[src/rtl/fsm3onehot_seq_tracker.sv]
// rtl/fsm3onehot_seq_tracker.sv - one-hot sequence tracker with match counting and illegal-state recovery
module fsm3onehot_seq_tracker #(
    parameter int CNT_W = 8
) (
    input  logic             clk,
    input  logic             reset,
    input  logic             din_valid,
    input  logic             din,
    input  logic             ld_en,
    input  logic [3:0]       ld_state,
    input  logic             clr,
    output logic [3:0]       state,
    output logic             dout,
    output logic             match_pulse,
    output logic [CNT_W-1:0] match_cnt,
    output logic             illegal
);

    localparam logic [3:0] ST_A = 4'b0001;
    localparam logic [3:0] ST_B = 4'b0010;
    localparam logic [3:0] ST_C = 4'b0100;
    localparam logic [3:0] ST_D = 4'b1000;

    logic [3:0] state_next;
    logic [3:0] step_state;
    logic       legal;
    logic       enter_d;
    logic       set_illegal;

    always_ff @(posedge clk) begin
        if (reset) begin
            state       <= ST_A;
            match_pulse <= 1'b0;
            match_cnt   <= '0;
            illegal     <= 1'b0;
        end else begin
            state       <= state_next;
            match_pulse <= enter_d;
            if (clr)
                match_cnt <= '0;
            else if (enter_d && (match_cnt != {CNT_W{1'b1}}))
                match_cnt <= match_cnt + 1'b1;
            // A fresh detection outranks a clear on the same edge
            illegal <= set_illegal | (illegal & ~clr);
        end
    end

    always_comb begin
        step_state = state;
        legal      = 1'b1;
        case (state)
            ST_A:    step_state = din ? ST_B : ST_A;
            ST_B:    step_state = din ? ST_B : ST_C;
            ST_C:    step_state = din ? ST_D : ST_A;
            ST_D:    step_state = din ? ST_B : ST_C;
            default: legal      = 1'b0;
        endcase

        state_next = state;
        if (ld_en)
            state_next = ld_state;
        else if (!legal)
            state_next = ST_A;
        else if (din_valid)
            state_next = step_state;
    end

    always_comb begin
        dout        = (state == ST_D);
        set_illegal = !ld_en && !legal;
        enter_d     = !ld_en && legal && din_valid && din && (state == ST_C);
    end

endmodule

[config.mk]
export PLATFORM = sky130hd
export DESIGN_NAME = fsm3onehot_seq_tracker
export DESIGN_NICKNAME = d
export VERILOG_FILES = /design/src/rtl/fsm3onehot_seq_tracker.sv
export SDC_FILE = /design/constraint.sdc
export NUM_CORES = 1
export LEC_CHECK = 0
export ABC_AREA = 1
export BUFFER_PORTS_ARGS = -buffer_cell sky130_fd_sc_hd__buf_4
export CAP_MARGIN = 20
export CORE_MARGIN = 3
export CORE_UTILIZATION = 23
export CTS_CLUSTER_SIZE = 10
export DETAILED_ROUTE_END_ITERATION = 10
export GPL_ROUTABILITY_DRIVEN = 0
export GPL_TIMING_DRIVEN = 0
export SYNTH_ARGS = -nofsm -noshare
export SYNTH_HDL_FRONTEND = slang
export SYNTH_SLANG_ARGS = --single-unit
export TNS_END_PERCENT = 30
[constraint.sdc]
create_clock -name clk -period 1.54 [get_ports clk]
set_clock_uncertainty 0.2 [all_clocks]
set_input_delay 0.154 -clock clk [delete_from_list [all_inputs] [get_ports clk]]
set_output_delay 0.154 -clock clk [all_outputs]
set_load 0.03 [all_outputs]
== Word-level counts from Yosys, hierarchy flattened ==
Cells that the tools add are included.

* Flip-flop bits (word level): 14
* Latch bits: 0
* Memory bits (writable): 0
* Bits in read-only memories: 0
* Input port bits: 10
* Output and inout bits: 15
* Word-level logic and storage cells: 35
* Memories kept: 0

* Add/subtract/negate cells: 1
* Multipliers: 0
* Div/mod/pow operators: 0
* Magnitude comparators: 0
* Eq/ne operators: 7
* Shifts and indexed selects: 0
* Multiplexer cells: 8
* Bitwise gates (word level): 3
* Reductions and logical operators: 12

{| class="wikitable"
|+ Operator list
! kind !! count
|-
| two-way mux 4 bit || 4
|-
| case mux 4 bit (3 select lines) || 1
|-
| adder 8 x 1 -> 8 bit (second input constant) || 1
|-
| != test 8 bit (second input constant) || 1
|-
| logical AND 1 bit || 6
|-
| != test 5 x 3 -> 1 bit (second input constant) || 1
|-
| == test 4 x 1 -> 1 bit (second input constant) || 1
|-
| == test 4 x 2 -> 1 bit (second input constant) || 1
|-
| == test 4 x 3 -> 1 bit (second input constant) || 1
|-
| == test 4 bit (second input constant) || 1
|-
| OR reduction 2 bit || 2
|-
| OR reduction 4 bit || 1
|-
| two-way mux 3 bit || 1
|-
| != test 3 bit (second input constant) || 1
|-
| zero test 1 bit || 2
|-
| two-way mux 2 bit || 1
|-
| AND reduction 2 bit || 1
|-
| AND 1 bit || 1
|-
| two-way mux 1 bit || 1
|-
| NOT 1 bit || 1
|-
| bitwise OR 1 bit || 1
|}

== Longest topological paths before layout ==
Gate-level depths: netlist (run 1).

* Word-level depth: 8
* Depth in mapped cells: 10
* Mapped depth without buffers: 10

== Worst setup path before layout (run 1) ==
No wires, ideal clock.

* Kind: register -> register
* From: register match_cnt[0]
* To: register match_cnt[2]
* Setup time: 0.070 ns
* Arrival: 1.468 ns
* Required time: 1.270 ns
* Slack: -0.198 ns
* Stages on the path, launching flop included: 8
* Path buffers: 0
* Clock period less this slack: 1.738 ns
* Path through: dfxtp_1 ha_1 nand3_1 nor3_2 nor2_4 inv_2 nand2_1 a21oi_1

* Word-level cells in the longest chain between the ends: 2
* Elaborated cells between the ends (all ways): 3
* Classes of those cells: add/sub (1); eq/ne (1); reduce/logical (1)

{| class="wikitable"
|+ Ends and longest elaborated chain
! what !! line !! source
|-
| start: declaration || 15 || <nowiki>output logic [CNT_W-1:0] match_cnt,</nowiki>
|-
| start signal: assignment || 42 || <nowiki>match_cnt <= match_cnt + 1'b1;</nowiki>
|-
| parallel branches: the longest is 2 deep, another holds adder 8 x 1 -> 8 bit || -- ||
|}

Several ways; the timed one is not identified.
A chain may end at the register's enable or synchronous reset.

== Worst setup path in the final report (run 1) ==
* From: register match_cnt[0]
* To: register match_cnt[1]

Same word-level chain as after synthesis.

==> impl_metrics.toml, run 1 <==
[status]
status = "completed"

[critical_path]
worstSetupPathType = "register to register"
r2r-start = "match_cnt[0]"
arrival_ns = 1.50
reg2reg_slack_ns = 0.03
max_stage_delay_ns = 0.39
crit_chain = "ha_4 -> nand3_2 -> nor3_4 -> nor2_4 -> buf_4 -> o21ai_1 -> nor2_1"
cp_max_fo = 5
critPathLaunchType = "register"
reg2reg_to = "match_cnt[1]"
worst-r2r-cell-count = 7
end_kind = "register"
critPathRequiredTime_ns = 1.52
slowest_stage = "dfxtp_4"

[placed_design]
dpl-instance-area_mm2 = 0.001100
port_buffers = 24
hpwl_um = 1599
dp_cells = 207
dpl_worst_slack_ns = -0.05959

[cts]
clk_latency_ns = 0.29
clk_pin_slew_ns = 0.09
htreeDepth = 1
cts_buffer_depth = 2
numCtsBuffers = 3
cts_tree = "done"
cts_root_buffer = "clkbuf_4"
cts_sinks = 14

[synthesis]
yosysSeqAreaShare_pct = 33.43
synth_cell_types = 18
synthArstFlopShare_pct = 0
synth-edff-count = 0
netlist.area_leader.share_pct = 33.43
yosysTopAreaCell = "dfxtp_1"
yosysMostFrequentCell = "nand2_1"
mappedNetlistNets = 148
ys_warn_count = 0
avgSynthCellArea_um2 = 6.119
ys.flop_type = "dfxtp_1"
synth_common_cells = "nand2_1 (47), nor2_1 (26), inv_1 (15)"
syn-cell-area_um2 = 838.3
synth-seq-cells = 14
synth_area_leaders = "dfxtp_1 (33%), nand2_1 (21%), nor2_1 (12%)"
syn_inst = 137

[floorplan]
coreArea_mm2 = 0.003416
dieArea_mm2 = 0.004405
start_util_pct = 24.54
rows = 21
fp.dieW_um = 66.37
die_h_um = 66.37
io_pins = 25

[min_path]
worstHoldEndpoint = "state[2]"
min_path_cells = 5
hp-class = "input port to register"
holdCritStartpoint = "ld_state[2]"

[flow_run]
drv_cap = 0

[global_routing]
grt_pass1_wl_um = 3774
antenna_found_initial = 0
overflow = 0
grt_usage_pct = 10.72
grt_pass1_vias = 898
grt_max_degree = 9

[routing]
drt_pass1_iterations = 4
vias = 947
avgRoutedWirePerCell_um = 9.732
ant_nets = 0
drt_drc_violations_left = 0
wl_um = 2141
drt-initial-drc-count = 34
vias_per_cell = 4.305

[timing]
max_freq_ghz = 0.6617
fin_ws_ns = 0.02867
max_slew_margin_pct = 79.57
tightestPinTransition_ns = 0.3053
finalSetupViolCount = 0
slew_viol_final = 0
min_period_ns = 1.511
hold_viol = 0
finalCritPeriodShare_pct = 98.14
rsz0062_at_grt = "true"

[pwr]
p_leak_nw = 0.6377
power_mw = 0.8919
vdd_drop_max_uv = 404.0
power.density_mw_per_mm2 = 691.4

[finish]
n_fill_cell = 380
antennaDiodeCount = 0
area_growth_pct = 53.88
final_cell_area_mm2 = 0.001290
fin_nets = 186
instances_no_fill = 220
drive_above_1_share_pct = 37.36
[metal layers]
metal | wire length (um) | track usage, %
met4 | 0 | 2.284
met1 | 1029 | 13.53
met5 | 0 | 0
met3 | 110 | 2.891
met2 | 1001 | 18.09
[area by class of cell]
cell class	count	area, um2	area share (%)
Clock buffer	4	36.28	2.813
Inverter	19	76.32	5.917
Multi-Input combinational cell	104	553.0	42.87
Timing Repair Buffer	33	267.8	20.76
Tap cell	46	57.56	4.462
Sequential cell	14	299.0	23.18
[power by group]
group	switching [mW]	internal [mW]	total, mW	leakage [nW]
clock	0.131	0.144	0.275	0.0210
sequential	0.0226	0.375	0.398	0.118
combinational	0.128	0.0918	0.220	0.499
total	0.281	0.611	0.892	0.638
[state kept, by name (all words and copies together) (netlist names)]
signal	cells
state	4
match_pulse	1
match_cnt	8
illegal	1
[worst max path at each step]
stage / start / to / cells past startpoint
after floorplan: state[3] / state[2] / 9
after global placement: match_cnt[0] / match_cnt[2] / 7
after detailed placement: match_cnt[0] / match_cnt[2] / 7
after CTS: state[1] / match_cnt[1] / 8
after global routing: state[3] / match_cnt[0] / 8
final: match_cnt[0] / match_cnt[1] / 7
[metrics by stage]
step	hold WS [ns]	utilization, %	setup TNS (ns)
after floorplan	0.02638	-	-0.02205
after global placement	0.1660	32.20	-0.2523
after detailed placement	0.1690	32.20	-0.3261
after CTS	0.005799	35.68	0
after global routing	0.03204	37.77	-0.4656
final	0.0006009	37.77	0
[cells in the final DEF (no fill, tap or decap), types with 3 or more instances in the layout]
| cell | synthesis | final |
|---|---|---|
| o21ai_0 | 4 | 4 |
| nand3_1 | 7 | 6 |
| buf_4 | 0 | 29 |
| nor2_1 | 26 | 24 |
| a21oi_2 | 0 | 4 |
| nand2_2 | 1 | 4 |
| nand2_1 | 47 | 42 |
| inv_1 | 15 | 15 |
| dlygate4sd3_1 | 0 | 3 |
| dfxtp_4 | 0 | 3 |
| dfxtp_2 | 0 | 6 |
| dfxtp_1 | 14 | 5 |
| clkbuf_4 | 0 | 3 |
[cell families after synthesis]
family,Yosys count,synth area share (%)
simple gates,88,45.82
flops,14,33.43
buf+inv,19,8.506
fa+ha+maj,1,1.492
xor+xnor,4,4.180
compound gates,11,6.567
[worst max-delay path: cells and delay by family, from the launching register on]
| family | cells | cell delay, ns |
|---|---|---|
| AO/OA/AOI/OAI | 1 | 0.11 |
| buffers and inverters | 1 | 0.14 |
| AND/OR/NAND/NOR | 4 | 0.41 |
| flip-flops | 1 | 0.39 |
| adder cells (fa/ha/maj) | 1 | 0.15 |
[what timing repair did]
item | in CTS | in global routing
pin swaps | 3 | 9
buffers inserted | 4 | 2
setup endpoints to repair | 8 | 12
endpoints found under the hold margin | 8 | 0
hold buffers | 3 | 0
gates resized for setup | 4 | 18
Power figures use the tool's default switching activity.
==> inputs of run 2 (changes only) <==
--- a/config.mk
+++ b/config.mk
@@ -9,11 +9,12 @@
 export BUFFER_PORTS_ARGS = -buffer_cell sky130_fd_sc_hd__buf_4
 export CAP_MARGIN = 20
 export CORE_MARGIN = 3
-export CORE_UTILIZATION = 23
+export CORE_UTILIZATION = 44
 export CTS_CLUSTER_SIZE = 10
 export DETAILED_ROUTE_END_ITERATION = 10
 export GPL_ROUTABILITY_DRIVEN = 0
 export GPL_TIMING_DRIVEN = 0
+export PLACE_DENSITY = 0.73
 export SYNTH_ARGS = -nofsm -noshare
 export SYNTH_HDL_FRONTEND = slang
 export SYNTH_SLANG_ARGS = --single-unit
==> run 2 against run 1 <==
- cell area decreased by 7.5%
- maximum frequency fell by 0.67%
- sequential power hardly changed
- non-clock buffer count decreased by 4
- critical path depth did not move
- first-iteration DRC count grew 8.8%
- sequential share of layout area is 1.7 points higher
- worst setup slack worse by 0.010 ns
- register-to-register slack is essentially flat
- largest power group unchanged
==> impl_metrics.toml, run 2 (synthesis results as in run 1) <==
[finish]
top_regs = "match_cnt x8, state x4"
utilization_pct = 67.66
area_growth_pct = 42.39
fin_nets = 183
final_common_cell = "nand2_1"
final_cell_area_mm2 = 0.001194
antennaDiodeCount = 0
top_register = "match_cnt"
drive_above_1_share_pct = 29.82
instances_no_fill = 196
n_fill_cell = 176
mostFrequentLayoutCells = "nand2_1 (46), buf_4 (26), nor2_1 (25)"
largest_reg_flops = 8

[critical_path]
cp_max_fo = 7
worst-r2r-cell-count = 7
arrival_ns = 1.54
end_kind = "register"
worstSetupPathType = "register to register"
critPathRequiredTime_ns = 1.56
critPathLaunchType = "register"

[cts]
htreeDepth = 1
numCtsBuffers = 3
clk_pin_slew_ns = 0.08
cts_buffer_depth = 2
cts_root_buffer = "clkbuf_4"
clk_latency_ns = 0.28
cts_tree = "done"
cts_sinks = 14

[timing]
max_freq_ghz = 0.6572
hold_viol = 0
finalSetupViolCount = 0
tightestPinTransition_ns = 0.2873
slew_viol_final = 0
rsz0062_at_grt = "true"
max_slew_margin_pct = 80.77
finalCritPeriodShare_pct = 98.80
min_period_ns = 1.522
fin_ws_ns = 0.01845

[floorplan]
rows = 15
dieArea_mm2 = 0.002465
io_pins = 25
coreArea_mm2 = 0.001764
start_util_pct = 47.52
fp.dieW_um = 49.65
die_h_um = 49.65

[global_routing]
grt_pass1_vias = 846
grt_max_degree = 9
antenna_found_initial = 0
grt_usage_pct = 18.04
overflow = 0
grt_pass1_wl_um = 3491

[routing]
drt_pass1_iterations = 4
vias = 947
vias_per_cell = 4.832
avgRoutedWirePerCell_um = 10.74
ant_nets = 0
drt-initial-drc-count = 37
drt_drc_violations_left = 0
wl_um = 2106

[placed_design]
port_buffers = 24
dpl_worst_slack_ns = -0.05869
dp_cells = 186
hpwl_um = 1542
dpl-instance-area_mm2 = 0.001074

[pwr]
p_leak_nw = 0.5931
power.density_mw_per_mm2 = 687.0
vdd_drop_max_uv = 642.8

[min_path]
min_path_cells = 5
hp-class = "input port to register"

[status]
status = "completed"

[flow_run]
drv_cap = 0
==> run 2: cell types whose count changed in the layout (fill, tap and decap cells not counted), sizes merged <==
cell	previous run	this run
nor2	28	29
buf	30	26
==> run 2: power by group <==
group	total [mW]	leakage (nW)	switching [mW]	internal, mW
Clock	0.220	0.0150	0.120	0.101
Sequential	0.396	0.117	0.0219	0.374
Combinational	0.203	0.461	0.125	0.0786
==> run 2: critical path: stages (launching register included) <==
cell,delay [ns]
dfxtp_4,0.38
ha_4,0.16
nand3_4,0.09
nor3_4,0.25
nor2_4,0.10
inv_4,0.10
nand2_1,0.06
a21oi_1,0.11
==> run 2: area by class of cell <==
class	count	area, um2	share of cell area, %
tap	25	31.28	2.621
sequential	14	296.5	24.84
timing repair buffer	29	225.2	18.87
inverter	19	76.32	6.394
clock buffer	4	26.28	2.201
multi-input combinational	105	538.0	45.07
==> run 2: worst paths after layout <==
check	end	slack (ns)	from
max reg2reg	match_cnt[3]	0.02	match_cnt[0]
min reg2reg	illegal	0.29	illegal
max	match_cnt[3]	0.02	match_cnt[0]
min	state[2]	0.01	ld_state[2]
==> run 2: routing by layer <==
layer  up-vias  track usage (%)  wire [um]
met1       428            22.39        973
met3         3            5.438        138
met4         0            4.147         11
met2        26            30.40        982
li1        490                -          -
met5         -                0          0
==> run 2: per-stage QoR <==
step | total power, mW | hold WS [ns] | TNS, ns
after floorplan | 0.5239 | 0.02638 | -0.02205
after global placement | 0.5879 | 0.1395 | -0.1961
after detailed placement | 0.5918 | 0.1424 | -0.3071
after CTS | 0.8173 | 0.01260 | 0
after global routing | 0.8658 | 0.04936 | -0.4653
final | 0.8200 | 0.01094 | 0
==> run 2: timing repair <==
| action | CTS | global route |
|---|---|---|
| hold buffers | 3 | 0 |
| gates resized for setup | 4 | 8 |
| buffers inserted | 0 | 2 |
| gates cloned | 1 | 0 |
| pin swaps | 2 | 3 |
| endpoints found under the hold margin | 8 | 0 |
| endpoints found under the setup margin | 9 | 12 |
==> inputs of run 3 (changes only) <==
--- a/config.mk
+++ b/config.mk
@@ -8,13 +8,13 @@
 export ABC_AREA = 1
 export BUFFER_PORTS_ARGS = -buffer_cell sky130_fd_sc_hd__buf_4
 export CAP_MARGIN = 20
-export CORE_MARGIN = 3
 export CORE_UTILIZATION = 44
 export CTS_CLUSTER_SIZE = 10
 export DETAILED_ROUTE_END_ITERATION = 10
 export GPL_ROUTABILITY_DRIVEN = 0
 export GPL_TIMING_DRIVEN = 0
 export PLACE_DENSITY = 0.73
+export SETUP_SLACK_MARGIN = 0.5
 export SYNTH_ARGS = -nofsm -noshare
 export SYNTH_HDL_FRONTEND = slang
 export SYNTH_SLANG_ARGS = --single-unit
==> run 3 against run 2 <==
- the flow now finishes with violations (setup timing)
- wire length up 21%
- total power rose by 12%
- via count is 8.9% higher
- sequential cell count unchanged
- critical path depth grew 1
- count of clock-buffer cells in the layout is 1 lower
- global-route usage up 3.0 points
- combinational power up 61%
- sequential power decreased by 2%
- maximum frequency decreased by 3.2%
==> impl_metrics.toml, run 3 (synthesis results as in run 1) <==
[cts]
numCtsBuffers = 3
cts_sinks = 14
cts_tree = "done"
cts_hold_buf = 1
cts_root_buffer = "clkbuf_4"
cts_buffer_depth = 2
clk_latency_ns = 0.27
clk_pin_slew_ns = 0.08
htreeDepth = 1

[floorplan]
io_pins = 25
dieArea_mm2 = 0.002084
die_h_um = 45.65
rows = 15
start_util_pct = 47.52
fp.dieW_um = 45.65
coreArea_mm2 = 0.001764

[finish]
mostFrequentLayoutCells = "nand2_1 (37), buf_4 (21), nor2_1 (20)"
final_common_cell = "nand2_1"
n_fill_cell = 126
top_register = "match_cnt"
largest_reg_flops = 8
area_growth_pct = 67.91
final_cell_area_mm2 = 0.001408
multi_input_area_um2 = 609.3
utilization_pct = 79.79
top_regs = "match_cnt x8, state x4"
antennaDiodeCount = 0
drive_above_1_share_pct = 47.19
fin_nets = 191
seqCellArea_um2 = 317.8

[routing]
drt_drc_violations_left = 0
wl_um = 2549
vias_per_cell = 5.079
avgRoutedWirePerCell_um = 12.56
drt_pass1_iterations = 4
ant_nets = 0
vias = 1031
drt-initial-drc-count = 28

[timing]
tightestPinTransition_ns = 0.3764
hold_viol = 0
max_slew_margin_pct = 74.81
finalSetupViolCount = 4
rsz0062_at_grt = "true"
slew_viol_final = 0
min_period_ns = 1.572
finalCritPeriodShare_pct = 102.1
max_freq_ghz = 0.6363
fin_ws_ns = -0.03161

[global_routing]
use_met1_pct = 24.34
overflow = 0
met3_usage_pct = 3.571
grt_usage_pct = 21.04
antenna_found_initial = 0
grt_busiest_layer = "met2"
gr-usage-met2_pct = 36.29
grt_pass1_vias = 800
grt_pass1_wl_um = 3139
grt_max_degree = 9

[pwr]
clkPwrFrac_pct = 21.9
vdd_drop_max_uv = 516.1
power.share.sequential_pct = 42.5
power.density_mw_per_mm2 = 651.0
p_comb_share_pct = 35.7
p_int_mw = 0.6031
swShare_pct = 34.19
power_mw = 0.9164
p_switching_mw = 0.3133
p_leak_nw = 0.6629

[status]
status = "complete, but fails checks"
violations = "setup timing"

[placed_design]
dpl_worst_slack_ns = -0.03101
hpwl_um = 1457
port_buffers = 24
dpl-instance-area_mm2 = 0.001109

[critical_path]
critPathLaunchType = "register"
cp_max_fo = 8
critPathRequiredTime_ns = 1.54
end_kind = "register"
worstSetupPathType = "register to register"
arrival_ns = 1.57

[flow_run]
drv_cap = 0

[min_path]
hp-class = "input port to register"
==> run 3: changes by cell type in the layout (fill, tap and decap cells not counted), moves of 4 or more <==
cell     change
buf_4        -5
buf_6       +16
nor2_1       -5
dfxtp_1      -5
nand2_2      +7
nor2_4       +4
nand2_1      -9
dfxtp_4      +6
==> run 3: power groups by stage <==
stage | logic (mW) | registers (mW) | clock network (mW)
after floorplan | 0.0994 | 0.429 | 0
after global routing | 0.349 | 0.392 | 0.235
after detailed placement | 0.191 | 0.403 | 0
after CTS | 0.208 | 0.394 | 0.211
final | 0.327 | 0.389 | 0.200
after global placement | 0.190 | 0.402 | 0
==> run 3: layout make-up <==
type | count | share of cell area [%]
Multi-Input combinational cell | 104 | 43.29
Timing Repair Buffer | 38 | 24.71
Sequential cell | 14 | 22.58
Inverter | 19 | 5.600
Tap cell | 25 | 2.222
Clock buffer | 3 | 1.600
==> run 3: metrics by stage <==
step                      cells  hold slack, ns  setup TNS [ns]
after floorplan             137         0.02638               0
final                       203        0.001502        -0.05818
after detailed placement    186          0.1467         -0.1429
after global placement      186          0.1409        -0.08712
after global routing        203        -0.01069         -0.5587
after CTS                   195        -0.03734               0
==> run 3: timing repair <==
item	CTS	global route
setup endpoints to repair	29	29
gates resized for setup	10	42
pin swaps	5	8
buffers inserted	5	8
endpoints found under the hold margin	8	1
==> run 3: final timing paths <==
path	cells after the start	start	endpoint	slack, ns
setup / recovery	8	state[3]	match_cnt[1]	-0.03
hold / removal	4	clr	match_cnt[0]	0.002
setup reg to reg	8	state[3]	match_cnt[1]	-0.03
hold reg to reg	2	illegal	illegal	0.29
==> run 3: per-layer routing <==
| layer | share of wire (%) | wire length, um | vias to the layer above |
|---|---|---|---|
| met2 | 53 | 1340 | 40 |
| met5 | 0 | 0 | - |
| met4 | 3.1 | 78 | 0 |
| met3 | 4.5 | 115 | 12 |
| met1 | 40 | 1014 | 471 |
| li1 | - | - | 508 |
==> run 3: critical path, stage by stage (launching register included) <==
cell and delay [ns]:
dfxtp_4 0.37, inv_4 0.07, nand2_4 0.05, nor2_4 0.14, nand3_4 0.10, nor2_4 0.23, buf_6 0.15, o21ai_1 0.06
nor2_1 0.12
